<file path="config.mk">
export PLATFORM = sky130hd
export DESIGN_NAME = vector_stream_downsizer
export DESIGN_NICKNAME = d
export VERILOG_FILES = /design/src/rtl/vector_stream_downsizer.sv
export SDC_FILE = /design/constraint.sdc
export NUM_CORES = 1
export LEC_CHECK = 0
export ABC_AREA = 0
export BUFFER_PORTS_ARGS = -buffer_cell sky130_fd_sc_hd__buf_2
export CAP_MARGIN = 20
export CORE_MARGIN = 5
export CORE_UTILIZATION = 56
export CTS_BUF_LIST = sky130_fd_sc_hd__clkbuf_8 sky130_fd_sc_hd__clkbuf_16
export DETAILED_ROUTE_END_ITERATION = 16
export PLACE_DENSITY = 0.86
export REMOVE_ABC_BUFFERS = 1
export SETUP_SLACK_MARGIN = 0.05
export SYNTH_ARGS = -nofsm -noshare
export SYNTH_HDL_FRONTEND = slang
export SYNTH_SLANG_ARGS = --single-unit
</file>
<file path="constraint.sdc">
create_clock -name clk -period 3.58 [get_ports clk]
set_input_delay 0.358 -clock clk [delete_from_list [all_inputs] [get_ports clk]]
set_output_delay 0.358 -clock clk [all_outputs]
set_load 0.03 [all_outputs]
</file>
<file path="src/rtl/vector_stream_downsizer.sv">
// Lane-width converter: splits NUMBERS_IN-lane beats into NUMBERS_OUT-lane sub-beats, regenerating last/keep.
// Optional index path enabled by defining VECTOR_DOWNSIZER_INDEX_EN; otherwise m_index is tied to zero.
module vector_stream_downsizer #(
    parameter int unsigned NUMBERS_IN    = 8,
    parameter int unsigned NUMBERS_OUT   = 2,
    parameter int unsigned NUMBER_WIDTH  = 32,
    parameter int unsigned VECTOR_LENGTH = 32,
    localparam int unsigned IW  = $clog2(VECTOR_LENGTH),
    localparam int unsigned KIW = (NUMBERS_IN > 1) ? $clog2(NUMBERS_IN) : 1,
    localparam int unsigned KOW = (NUMBERS_OUT > 1) ? $clog2(NUMBERS_OUT) : 1
) (
    input  logic                                 clk,
    input  logic                                 rst,
    input  logic                                 s_valid,
    output logic                                 s_ready,
    input  logic [NUMBER_WIDTH*NUMBERS_IN-1:0]   s_data,
    input  logic [IW*NUMBERS_IN-1:0]             s_index,
    input  logic                                 s_last,
    input  logic [KIW-1:0]                       s_keep,
    output logic                                 m_valid,
    input  logic                                 m_ready,
    output logic [NUMBER_WIDTH*NUMBERS_OUT-1:0]  m_data,
    output logic [IW*NUMBERS_OUT-1:0]            m_index,
    output logic                                 m_last,
    output logic [KOW-1:0]                       m_keep
);

    localparam int unsigned RATIO = NUMBERS_IN / NUMBERS_OUT;
    localparam int unsigned SW    = (RATIO > 1) ? $clog2(RATIO) : 1;
    localparam int unsigned OW    = NUMBER_WIDTH * NUMBERS_OUT;
    localparam int unsigned OIW   = IW * NUMBERS_OUT;

    typedef enum logic {
        ST_EMPTY = 1'b0,
        ST_FULL  = 1'b1
    } state_t;

    state_t                           state;
    state_t                           state_nxt;
    logic [SW-1:0]                    sub;
    logic [SW-1:0]                    sub_nxt;
    logic [SW-1:0]                    n_sub;
    logic [NUMBER_WIDTH*NUMBERS_IN-1:0] held_data;
    logic                             held_last;
    logic [KIW-1:0]                   held_keep;
    logic                             full;
    logic                             at_end;
    logic                             load;

    assign full    = (state == ST_FULL);
    assign at_end  = (sub == n_sub);
    assign s_ready = !rst && (!full || (m_ready && at_end));
    assign load    = s_valid && s_ready;

    // Next state: a load always restarts at sub-beat 0, which also covers the back-to-back reload.
    always_comb begin
        state_nxt = state;
        sub_nxt   = sub;
        if (load) begin
            state_nxt = ST_FULL;
            sub_nxt   = '0;
        end else if (full && m_ready) begin
            if (sub < n_sub) begin
                sub_nxt = SW'(sub + 1'b1);
            end else begin
                state_nxt = ST_EMPTY;
            end
        end
    end

    always_ff @(posedge clk) begin
        if (rst) begin
            state     <= ST_EMPTY;
            sub       <= '0;
            n_sub     <= '0;
            held_data <= '0;
            held_last <= 1'b0;
            held_keep <= '0;
        end else begin
            state <= state_nxt;
            sub   <= sub_nxt;
            if (load) begin
                held_data <= s_data;
                held_last <= s_last;
                held_keep <= s_keep;
                n_sub     <= s_last ? SW'(s_keep / NUMBERS_OUT) : SW'(RATIO - 1);
            end
        end
    end

    // Sub-beat lane select from the holding register.
    always_comb begin
        m_data = '0;
        for (int unsigned i = 0; i < RATIO; i++) begin
            if (sub == SW'(i)) begin
                m_data = held_data[i*OW +: OW];
            end
        end
    end

`ifdef VECTOR_DOWNSIZER_INDEX_EN
    logic [IW*NUMBERS_IN-1:0] held_index;

    always_ff @(posedge clk) begin
        if (rst) begin
            held_index <= '0;
        end else if (load) begin
            held_index <= s_index;
        end
    end

    always_comb begin
        m_index = '0;
        for (int unsigned i = 0; i < RATIO; i++) begin
            if (sub == SW'(i)) begin
                m_index = held_index[i*OIW +: OIW];
            end
        end
    end
`else
    logic unused_index;

    assign unused_index = ^s_index;
    assign m_index      = '0;
`endif

    // Keep is forced to zero while empty so the idle bus matches its reset value.
    assign m_valid = full;
    assign m_last  = full && held_last && at_end;
    assign m_keep  = m_last ? KOW'(held_keep % NUMBERS_OUT)
                   : (full ? KOW'(NUMBERS_OUT - 1) : '0);

endmodule
</file>
==> flow_metrics.tcl <==
set metrics [dict create \
    status "completed" \
    hold_start "s_data[152]" \
    syn_area_mm2 0.0125 \
    fin_worst_skew_ns 0.0133 \
    worstHoldPathType "in -> reg" \
    cts.htree.levels 1 \
    number_of_endpoints_with_negative_hold_slack_in_the_final_report 0 \
    setup_repair_after_global_routing_missed_its_margin "false" \
    filler_cell_count 1645 \
    arrival_ns 2.75 \
    maximum_capacitance_violations 0 \
    synth.yosys.seq_area_share_pct 42.0 \
    regToRegEndpoint "held_data[33]$_SDFFE_PP0P_" \
    synth_area_per_cell_um2 9.53 \
    place_hpwl_mm 20.9 \
    drt-total-wl_mm 32.1 \
    antenna_violations_before_repair 13 \
    synth_most_common_cell "dfxtp_1" \
    synthesis.instances 1316 \
    die_width_um 160 \
    critical-path-slowest-cell "ha_2" \
    vias 10300 \
    min_delay_path_depth 2 \
    std_cell_rows 54 \
    initial_core_util_pct 57.1 \
    chain_of_cells_forming_the_critical_path "inv_1 -> ha_2 -> buf_4 -> nand2_1 -> o21ai_0 -> a22o_1 -> buf_2" \
    ant_nets 0 \
    timing.max_slew.rel_slack_pct 37.4 \
    end_kind "output port" \
    cts_buffer_depth 3 \
    grt.total_usage_pct 23.7 \
    vias_per_cell 5.42 \
    clkLatencyLatePin_ns 0.53 \
    rr_worst_depth 6 \
    grt_pass1_vias 10400 \
    postSynth.asyncResetShare_pct 0 \
    die_outline_area_mm2 0.0255 \
    power_leakage_nw 6.87 \
    setup_violations 0 \
    layout-area-overhead-vs-synth_pct 21.1 \
    tritoncts_num_sinks 263 \
    synth_largest_type_area_fraction_pct 42.0 \
    min_period_over_period_pct 86.8 \
    rrSetupSlack_ns 0.99 \
    layout-drive-gt1-share_pct 36.3 \
    yosys_most_used_dff "dfxtp_1" \
    hold_end "held_data[152]$_SDFFE_PP0P_" \
    io_buffers 331 \
    gp_congestion 0.798 \
    fmax_ghz 0.322 \
    ir_drop_worst_case_vdd_mv 0.386 \
    path_clk_slew_ns 0.06 \
    synth-edff-count 0 \
    largest_fanout_of_any_net_on_the_critical_path 14 \
    grt_max_degree 215 \
    drc 0 \
    unique_cell_type_count_in_the_yosys_netlist 28 \
    total_power_mw 7.54 \
    yosys_register_bits 263 \
    core-area_mm2 0.0220 \
    ys_top_cells_by_area "dfxtp_1 (42%), mux2_2 (17%), nor2b_1 (9.6%), mux2_1 (6.1%), a21oi_1 (5.2%)" \
    final_period_minus_worst_setup_slack_ns 3.11 \
    avgRoutedWirePerCell_um 16.9 \
    worstMarginPinSlew_ns 0.939 \
    final_nets 1895 \
    timing.setup.critical_path_class "reg -> out" \
    post_layout_nonfiller_instances 1897 \
    drtPass1Iterations 4 \
    cts_buffers 29 \
    r2r_start "sub[0]$_SDFFE_PP0P_" \
    slew_viol_final 0 \
    critical-path-max-stage-delay_ns 0.46 \
    crit_required_ns 3.22 \
    dp.cells 1833 \
    die_h_um 160 \
    power.density_cell_area_mw_per_mm2 497 \
    cts_tree "yes" \
    post_cts_buffers 0 \
    cts_root_buf "clkbuf_16" \
    grt_overflow 0 \
    synth_commonest_cells "dfxtp_1 (263), nor2b_1 (193), mux2_2 (188)" \
    critical_path_start_type "register" \
    synth.yosys.warnings 0 \
    io-pin-count 382 \
    global_route_wire_length_before_repair_mm 51.2 \
    synth_area_leader_cell "dfxtp_1" \
    first_iter_violations 692 \
]
per-layer routing:
metal	track usage, %	wire (µm)	share of wire (%)
met1	28.1	12700	40
met2	40.5	15600	48
met3	6.70	2400	7.5
met4	9.90	1420	4.4
met5	0	41	0.13
how the worst max path moves through the flow:
stage	start	to	slack, ns	depth (start not counted)
after floorplan	sub[0]$_SDFFE_PP0P_	held_data[0]$_SDFFE_PP0P_	-11.68	5
after global placement	sub[1]$_SDFFE_PP0P_	m_data[15]	1.09	7
after detailed placement	sub[0]$_SDFFE_PP0P_	m_data[25]	1.00	7
after CTS	sub[0]$_SDFFE_PP0P_	m_data[25]	0.39	7
after global routing	sub[0]$_SDFFE_PP0P_	m_data[25]	0.34	7
final	sub[0]$_SDFFE_PP0P_	m_data[25]	0.47	7
stage by stage:
stage | hold slack [ns] | util, % | TNS (ns) | setup slack, ns | instance area (µm²)
4_1_cts | 0.00521 | 69.1 | 0 | 0.394 | 15200
5_1_grt | 0.0169 | 69.2 | 0 | 0.336 | 15200
3_5_place_dp | 0.460 | 64.6 | 0 | 1.00 | 14200
6_report | 0.0320 | 69.2 | 0 | 0.473 | 15200
2_1_floorplan | 0.435 | - | -3029.96 | -11.68 | 11900
3_3_place_gp | 0.445 | 64.6 | 0 | 1.09 | 14200
sequential cells by signal, indices dropped and copies added, names as in the netlist:
| register | count |
|---|---|
| m_valid | 1 |
| held_keep | 1 |
| held_data | 256 |
| n_sub | 2 |
| sub | 2 |
| held_last | 1 |
cell families after synthesis:
family / count (synthesis) / share of synthesized area [%]
other cells: 1 / 0.0299
mux: 260 / 23.4
flops: 263 / 42.0
buf+inv: 186 / 7.34
fa+ha+maj: 6 / 0.598
compound gates: 264 / 12.6
simple gates: 336 / 14.1
worst max-delay path, delay by kind of cell, from the launching register on:
| kind | cells | cell delay (ns) |
|---|---|---|
| flip-flops | 1 | 0.39 |
| AO/OA/AOI/OAI | 2 | 0.55 |
| AND/OR/NAND/NOR | 1 | 0.08 |
| adder cells (fa/ha/maj) | 1 | 0.46 |
| buffers and inverters | 3 | 0.71 |
placed cells by master (no fill, tap or decap), types with 7 or more instances in the layout:
cell type,count
a21oi_1,129
a22o_1,64
buf_12,7
buf_2,330
buf_4,7
clkbuf_16,29
conb_1,10
dfxtp_1,263
diode_2,10
inv_1,80
mux2_1,68
mux2_2,188
nand2_1,67
nor2_1,67
nor2b_1,193
o21ai_0,65
repair_timing:
action / 4_1_cts / 5_1_grt
hold endpoints to repair: 1 / 0
resized for setup: 0 / 0
hold buffers: 1 / 0
cell type report:
| class | count | area, µm² | area share [%] |
|---|---|---|---|
| diodes | 10 | 25.0 | 0.165 |
| clock buffers | 34 | 795 | 5.23 |
| clock inverters | 19 | 181 | 1.19 |
| inverters | 69 | 259 | 1.71 |
| multi-input cells | 876 | 6450 | 42.4 |
| flip-flops and latches | 263 | 5270 | 34.7 |
| well taps | 280 | 350 | 2.31 |
| repair buffers | 346 | 1870 | 12.3 |
where the power goes:
group	leakage (nW)	internal (mW)	switching [mW]
registers	2.17	3.20	0.110
logic	4.18	0.581	0.632
clock network	0.524	1.85	1.17
No activity file was read; power rests on OpenSTA's default activity.
